--- src/rtl/mem_arbiter.sv ---
// Two-requester round-robin arbiter in front of a single-port memory handshake.
// Every output is registered; a per-transaction timeout turns a stalled memory into an error completion.
module mem_arbiter #(
    parameter  int WIDTH      = 16,
    parameter  int DEPTH      = 64,
    parameter  int TIMEOUT    = 16,
    localparam int ADDR_WIDTH = $clog2(DEPTH)
) (
    input  logic                  clk_i,
    input  logic                  reset_ni,
    input  logic                  req0_valid_i,
    input  logic [ADDR_WIDTH-1:0] req0_addr_i,
    input  logic [WIDTH-1:0]      req0_wdata_i,
    input  logic                  req0_wr_rd_i,
    output logic                  req0_ready_o,
    output logic [WIDTH-1:0]      req0_rdata_o,
    output logic                  req0_err_o,
    input  logic                  req1_valid_i,
    input  logic [ADDR_WIDTH-1:0] req1_addr_i,
    input  logic [WIDTH-1:0]      req1_wdata_i,
    input  logic                  req1_wr_rd_i,
    output logic                  req1_ready_o,
    output logic [WIDTH-1:0]      req1_rdata_o,
    output logic                  req1_err_o,
    output logic                  mem_valid_o,
    output logic [ADDR_WIDTH-1:0] mem_addr_o,
    output logic [WIDTH-1:0]      mem_wdata_o,
    output logic                  mem_wr_rd_o,
    input  logic                  mem_ready_i,
    input  logic [WIDTH-1:0]      mem_rdata_i,
    output logic [1:0]            grant_o
);
    // state   | meaning
    // S_IDLE  | waiting for a request; arbitrates and latches the winner
    // S_ISSUE | mem_valid_o held high until mem_ready_i or timeout
    // S_RESP  | one-cycle completion pulse, pointer update, back to idle
    localparam int CNT_WIDTH = $clog2(TIMEOUT + 1);

    typedef enum logic [1:0] {S_IDLE = 2'd0, S_ISSUE = 2'd1, S_RESP = 2'd2} state_t;

    state_t                r_state, w_state_nxt;
    logic                  r_mem_valid, w_mem_valid;
    logic [ADDR_WIDTH-1:0] r_mem_addr, w_mem_addr;
    logic [WIDTH-1:0]      r_mem_wdata, w_mem_wdata;
    logic                  r_mem_wr_rd, w_mem_wr_rd;
    logic [1:0]            r_grant, w_grant;
    logic [1:0]            r_ready, w_ready;
    logic [1:0]            r_err, w_err;
    logic [WIDTH-1:0]      r_rdata0, w_rdata0;
    logic [WIDTH-1:0]      r_rdata1, w_rdata1;
    logic [CNT_WIDTH-1:0]  r_cnt, w_cnt;
    logic                  r_prio1, w_prio1;

    logic                  w_any;
    logic                  w_sel1;
    logic                  w_timeout;
    logic [CNT_WIDTH-1:0]  w_cnt_inc;

    assign w_any     = req0_valid_i | req1_valid_i;
    // req1 wins when alone, or on a tie when the pointer favours it
    assign w_sel1    = req1_valid_i & (~req0_valid_i | r_prio1);
    assign w_cnt_inc = r_cnt + CNT_WIDTH'(1);
    assign w_timeout = ~mem_ready_i & (w_cnt_inc == CNT_WIDTH'(TIMEOUT));

    always_ff @(posedge clk_i or negedge reset_ni) begin
        if (!reset_ni) r_state <= S_IDLE;
        else           r_state <= w_state_nxt;
    end

    always_comb begin
        w_state_nxt = r_state;
        case (r_state)
            S_IDLE:  if (w_any) w_state_nxt = S_ISSUE;
            S_ISSUE: if (mem_ready_i || w_timeout) w_state_nxt = S_RESP;
            S_RESP:  w_state_nxt = S_IDLE;
            default: w_state_nxt = S_IDLE;
        endcase
    end

    always_comb begin
        w_mem_valid = r_mem_valid;
        w_mem_addr  = r_mem_addr;
        w_mem_wdata = r_mem_wdata;
        w_mem_wr_rd = r_mem_wr_rd;
        w_grant     = r_grant;
        w_ready     = 2'b00;
        w_err       = 2'b00;
        w_rdata0    = r_rdata0;
        w_rdata1    = r_rdata1;
        w_cnt       = r_cnt;
        w_prio1     = r_prio1;
        case (r_state)
            S_IDLE: begin
                if (w_any) begin
                    w_mem_valid = 1'b1;
                    w_grant     = w_sel1 ? 2'b10 : 2'b01;
                    w_mem_addr  = w_sel1 ? req1_addr_i  : req0_addr_i;
                    w_mem_wdata = w_sel1 ? req1_wdata_i : req0_wdata_i;
                    w_mem_wr_rd = w_sel1 ? req1_wr_rd_i : req0_wr_rd_i;
                    w_cnt       = '0;
                end
            end
            S_ISSUE: begin
                if (mem_ready_i) begin
                    w_mem_valid = 1'b0;
                    w_ready     = r_grant;
                    if (!r_mem_wr_rd) begin
                        if (r_grant[1]) w_rdata1 = mem_rdata_i;
                        else            w_rdata0 = mem_rdata_i;
                    end
                end else begin
                    w_cnt = w_cnt_inc;
                    if (w_timeout) begin
                        w_mem_valid = 1'b0;
                        w_ready     = r_grant;
                        w_err       = r_grant;
                    end
                end
            end
            S_RESP: begin
                w_grant = 2'b00;
                w_cnt   = '0;
                w_prio1 = r_grant[0];
            end
            default: ;
        endcase
    end

    always_ff @(posedge clk_i or negedge reset_ni) begin
        if (!reset_ni) begin
            r_mem_valid <= 1'b0;
            r_mem_addr  <= '0;
            r_mem_wdata <= '0;
            r_mem_wr_rd <= 1'b0;
            r_grant     <= 2'b00;
            r_ready     <= 2'b00;
            r_err       <= 2'b00;
            r_rdata0    <= '0;
            r_rdata1    <= '0;
            r_cnt       <= '0;
            r_prio1     <= 1'b0;
        end else begin
            r_mem_valid <= w_mem_valid;
            r_mem_addr  <= w_mem_addr;
            r_mem_wdata <= w_mem_wdata;
            r_mem_wr_rd <= w_mem_wr_rd;
            r_grant     <= w_grant;
            r_ready     <= w_ready;
            r_err       <= w_err;
            r_rdata0    <= w_rdata0;
            r_rdata1    <= w_rdata1;
            r_cnt       <= w_cnt;
            r_prio1     <= w_prio1;
        end
    end

    assign mem_valid_o  = r_mem_valid;
    assign mem_addr_o   = r_mem_addr;
    assign mem_wdata_o  = r_mem_wdata;
    assign mem_wr_rd_o  = r_mem_wr_rd;
    assign grant_o      = r_grant;
    assign req0_ready_o = r_ready[0];
    assign req1_ready_o = r_ready[1];
    assign req0_err_o   = r_err[0];
    assign req1_err_o   = r_err[1];
    assign req0_rdata_o = r_rdata0;
    assign req1_rdata_o = r_rdata1;

endmodule

--- config.mk ---
export PLATFORM = sky130hd
export DESIGN_NAME = mem_arbiter
export DESIGN_NICKNAME = d
export VERILOG_FILES = /design/src/rtl/mem_arbiter.sv
export SDC_FILE = /design/constraint.sdc
export NUM_CORES = 1
export LEC_CHECK = 0
export CORE_MARGIN = 8
export CORE_UTILIZATION = 37
export CTS_CLUSTER_SIZE = 25
export DETAILED_ROUTE_END_ITERATION = 10
export PLACE_DENSITY = 0.76
export SYNTH_ARGS = -nofsm -noshare
export SYNTH_HDL_FRONTEND = slang
export SYNTH_SLANG_ARGS = --single-unit
export TNS_END_PERCENT = 5
--- constraint.sdc ---
create_clock -name clk_i -period 1.7 [get_ports clk_i]
set_input_delay 0.255 -clock clk_i [delete_from_list [all_inputs] [get_ports clk_i]]
set_output_delay 0.255 -clock clk_i [all_outputs]
set_load 0.05 [all_outputs]
---- After elaboration in Yosys (flattened, before gate mapping) ----
Index checks and enable logic that the tools add are counted.
word-level totals
  register bits after elaboration ......... 70
  latch bits .............................. 0
  RAM bits ................................ 0
  ROM bits ................................ 0
  input port bits ......................... 67
  output and inout bits ................... 62
  memories kept ........................... 0
operators by class
  $add $sub $neg .......................... 1
  multipliers ............................. 0
  divide/modulo/power cells ............... 0
  order comparisons ....................... 0
  equality and inequality tests ........... 7
  shift operators ......................... 0
  mux-type cells .......................... 21
  bitwise gates (word level) .............. 8
  reduce and logical (&&, ||, !) cells .... 12
operators by type and width
  operator                                                         number
  2-bit 2-to-1 mux                                                 9
  16-bit 2-to-1 mux                                                1
  5-bit case mux with 3 select lines                               1
  5-bit 2-to-1 mux                                                 2
  2-bit case mux with 2 select lines                               2
  4-bit AND reduction                                              2
  6-bit 2-to-1 mux                                                 1
  2-bit inequality test, second input constant                     3
  2-bit AND reduction                                              3
  3-bit AND reduction                                              2
  5-bit by 1-bit adder with 5-bit output, second input constant    1
  5-bit == test, second input constant                             1
  1-bit 2-to-1 mux                                                 4
  1-bit NOT                                                        4
  2-bit nonzero test                                               2
  3-bit inequality test, second input constant                     1
  3-bit nonzero test                                               1
  1-bit bitwise AND                                                2
  2-bit by 1-bit == test with 1-bit output, second input constant  1
  2-bit == test, second input constant                             1
  2-bit zero test                                                  1
  1-bit bitwise OR                                                 2
  1-bit case mux with 2 select lines                               1
  1-bit logical OR                                                 1

---- Longest topological paths before layout ----
  word-level depth ........................ 6
  mapped depth ............................ 5
  gate-level depth less buffers ........... 5

---- Worst setup path after synthesis ----
No wires, ideal clock.
  kind .................................... register to register
  from .................................... register r_grant[1], in the netlist grant_o[1]
  to ...................................... register r_rdata0[10], in the netlist req0_rdata_o[10]
  setup time .............................. 0.125 ns
  arrival ................................. 1.637 ns
  slack ................................... -0.062 ns
  stages on the path, launching flop included .. 4
  path buffers ............................ 1
  clock period less this slack ............ 1.762 ns
  cell sequence ........................... dfrtp_1 > nor4b_4 > buf_6 > mux2_2
between the ends
  longest elaborated chain between the ends .. 2
ends and longest elaborated chain
  item                           line  source
  start: declaration             46    logic [1:0] r_grant, w_grant;
  start signal: assignment       147   r_grant <= w_grant;
  1-bit NOT (no line)            --
  4-bit AND reduction (no line)  --
  end signal: assignment         150   r_rdata0 <= w_rdata0;
  end: declaration               49    logic [WIDTH-1:0] r_rdata0, w_rdata0;
Every way passes these cells.
A chain may end at the register's enable or synchronous reset.

---- Worst setup path after layout ----
  from .................................... register r_state[1]
  to ...................................... register r_rdata0[4], in the netlist req0_rdata_o[4]
between the ends
  longest elaborated chain between the ends .. 2
ends and longest elaborated chain
  item                                      line  source
  start: declaration                        41    state_t r_state, w_state_nxt;
  start signal: assignment                  67    else r_state <= w_state_nxt;
  2-bit by 1-bit == test with 1-bit output  92    case (r_state)
  4-bit AND reduction (no line)             --
Every way passes these cells.

==> key figures <==
Timing
  – Clk_skew: 0.00609 ns
  – Endpoints failing setup: 0
  – Max-slew headroom at the worst pin: 0.641
  – Max Fclk: 640 MHz
  – Fin. Hold Viols: 0
  – Final worst slack: 0.137 ns
  – Unrepaired setup endpoints after global routing: no
  – Final Max Slew Viols: 0
  – Worst Tran Pin Value: 0.539 ns
  – Min Tclk post-route: 1.56 ns
  – Final period utilization: 0.919
  – TNS Setup: 0 ns

Clock tree
  – Number of setup buffers added after CTS: 0
  – Post_cts resized: 0
  – CTS sink count: 70
  – CTS tree: built
  – Clk Latency, worst-skew pair: 0.34 ns
  – Root buffer cell: clkbuf_8
  – Clk slew on worst S/H paths: 0.08 ns
  – Post-cts hold buffer count: 1
  – H-Tree Level Count: 3
  – Num CTS Buffers: 9
  – Clk buf depth: 2

Power and ir drop
  – LEAKAGE: 0.00212 uW
  – Max VDD drop: 0.914 mV
  – PwrDens: 2140 nW/um^2
  – Tot Pwr: 9490 uW

GRT
  – Global-route wire length before repair: 13000 microns
  – Number of global-route vias before repair: 2576
  – Initial antenna violation count: 0
  – Largest net degree at the start of global routing: 44
  – Overflow after GRT: 0
  – Overall Global Routing Usage: 0.148

Synthesis
  – Mapped Area: 2860 sq um
  – Synth cell types: 32
  – Mapped Cells: 233
  – FF+latch count, synth: 70
  – Post-synthesis area per instance: 12.3 sq um
  – Seq/Total Area, Yosys: 0.613
  – Ys Warns: 0
  – Syn Nets: 301

Critical path
  – Slowest cell on the critical path: dfrtp_1
  – Arr. time, crit path: 1.79 ns
  – Critical Path Sink Type: register
  – Crit path max fanout: 16
  – Delay-heaviest family, CP: simple AND/OR/NAND/NOR gates
  – FF-to-FF setup slack: 0.14 ns
  – Setup CP Type: reg -> reg
  – Buffers & Inverters on Critical Path: 1
  – Worst EP required: 1.93 ns
  – Worst path max stage delay: 0.42 ns
  – CP cell instances: nand2b_4 > nor4b_4 > buf_12 > mux2_2
  – CP startpoint kind: register

Floorplan
  – Starting Density: 0.376
  – Die extent in x: 104 microns
  – Die Ht: 104 microns
  – Area of the die: 10800 sq um
  – Row cnt: 32
  – I/O pin count: 129
  – Total core area: 7610 sq um

Finish
  – Post-layout util: 0.583
  – Area growth syn-to-layout: 55.2%
  – NumNets Final: 447
  – Final instance area: 4440 sq um
  – Ant. Diodes: 0
  – Share of post-route cells with drive strength above 1: 0.354

Detailed routing
  – Vias post-DR: 2312
  – ANT nets after route: 0
  – Remaining DRCs: 0
  – DRT iter0 DRCs: 52
  – Routed len/inst: 15.9 microns
  – Drt pass-1 iters: 4
  – Wirelength, routed: 7720 microns
  – Vias per cell: 4.76

Place
  – Port Buffers: 128
  – Post-detail-place hpwl: 6020 microns
  – RePlAce Congestion: 0.743
  – Cell area after placement: 4250 sq um
  – Setup Slack @ Placement: 0.0161 ns

Min path
  – HP Class: in -> async

Flow run
  – Maximum Capacitance Violations: 0

Run status
  – Outcome: finished clean
[layer usage]
metal | track usage | vias up | part of all wire
met5 | 0 | - | 0
met4 | 0.0765 | 0 | 0.026
met3 | 0.0496 | 17 | 0.066
met2 | 0.261 | 72 | 0.53
met1 | 0.154 | 1114 | 0.38
li1 | - | 1109 | -
[power by group]
| part | leakage (uW) | internal (uW) | switching, uW |
|---|---|---|---|
| clock | 0.0000853 | 576 | 664 |
| combinational | 0.00116 | 1820 | 3540 |
| sequential | 0.000865 | 2410 | 469 |
[cells in the final DEF, fill, tap and decap left out, types with 2 or more instances in the layout]
master and instances:
buf_4 73, dfrtp_1 68, clkdlybuf4s50_1 65, nand2_1 48
mux2_2 33, a22oi_1 19, o21ai_0 10, clkbuf_8 10
nand3_1 6, nor2_1 5, mux2i_1 4, buf_12 4
clkinvlp_4 3, and2_1 2, and3_1 2, nand2b_1 2
inv_1 2, xor2_1 2, a21o_1 2, inv_6 2
dfrtp_2 2
[metrics by stage]
stage,instances,hold WS [ns]
after floorplan,233,-0.0406
after global placement,469,0.283
after detailed placement,469,0.289
after CTS,486,0.446
after global routing,486,0.493
final,486,0.467
[kinds of logic after synthesis]
family | Yosys count | share of synthesized area
muxes | 37 | 0.144
buffers and inverters | 11 | 0.0184
xor gates and xnor gates | 2 | 0.00613
adders and majority gates | 1 | 0.00438
DFF | 70 | 0.613
and+or+nand+nor | 73 | 0.121
AOI/OAI and AO/OA | 39 | 0.0932
[final cells by class]
type | count | area (sq um)
sequential | 70 | 1750
fill | 648 | 3170
inverter | 2 | 7.51
multi-input combinational | 152 | 1070
clock inverter | 6 | 45.0
timing repair buffer | 144 | 1290
clock buffer | 10 | 138
tap | 102 | 128
[synth_stat cells]
master | count | share of area
dfrtp_1 | 70 | 0.61
nand2_1 | 48 | 0.063
mux2_2 | 33 | 0.13
a22oi_1 | 19 | 0.050
o21ai_0 | 10 | 0.018
nand3_1 | 6 | 0.011
clkbuf_1 | 5 | 0.0066
nor2_1 | 5 | 0.0066
mux2i_1 | 4 | 0.014
buf_2 | 3 | 0.0053
nand2b_1 | 3 | 0.0066
a21o_1 | 2 | 0.0053
and2_1 | 2 | 0.0044
and3_1 | 2 | 0.0044
inv_1 | 2 | 0.0026
o21ai_1 | 2 | 0.0035
xor2_1 | 2 | 0.0061
a2111oi_0 | 1 | 0.0031
a21bo_2 | 1 | 0.0035
a21oi_1 | 1 | 0.0017
and2b_1 | 1 | 0.0026
buf_6 | 1 | 0.0039
ha_1 | 1 | 0.0044
nand4b_1 | 1 | 0.0031
nand4b_2 | 1 | 0.0053
nor3_1 | 1 | 0.0017
nor3b_1 | 1 | 0.0026
nor4b_4 | 1 | 0.0083
o211a_1 | 1 | 0.0035
o21a_1 | 1 | 0.0026
o31ai_1 | 1 | 0.0026
or2_2 | 1 | 0.0022
[state kept, by name, summed over array words and instances (netlist names), 5 cells and up]
signal	count
mem_wdata_o	16
r_cnt	5
req0_rdata_o	16
req1_rdata_o	16
mem_addr_o	6
[final timing paths]
check	from	end	depth (start not counted)
setup / recovery	r_state[1]$_DFFE_PN0P_	req0_rdata_o[4]$_DFFE_PN0P_	4
hold / removal	reset_ni	req1_rdata_o[9]$_DFFE_PN0P_	3
setup reg to reg	r_state[1]$_DFFE_PN0P_	req0_rdata_o[4]$_DFFE_PN0P_	4
hold reg to reg	mem_wdata_o[7]$_DFFE_PN0P_	mem_wdata_o[7]$_DFFE_PN0P_	2
max in group asynchronous	reset_ni	mem_wr_rd_o$_DFFE_PN0P_	3
min in group clk_i	mem_wdata_o[7]$_DFFE_PN0P_	mem_wdata_o[7]$_DFFE_PN0P_	2
[worst min-delay path, cell delays in order]
cell and delay (ns):
dlygate4sd3_1 0.53, buf_2 0.11, buf_4 0.32
Note: power is estimated with default switching activity, not from simulation.
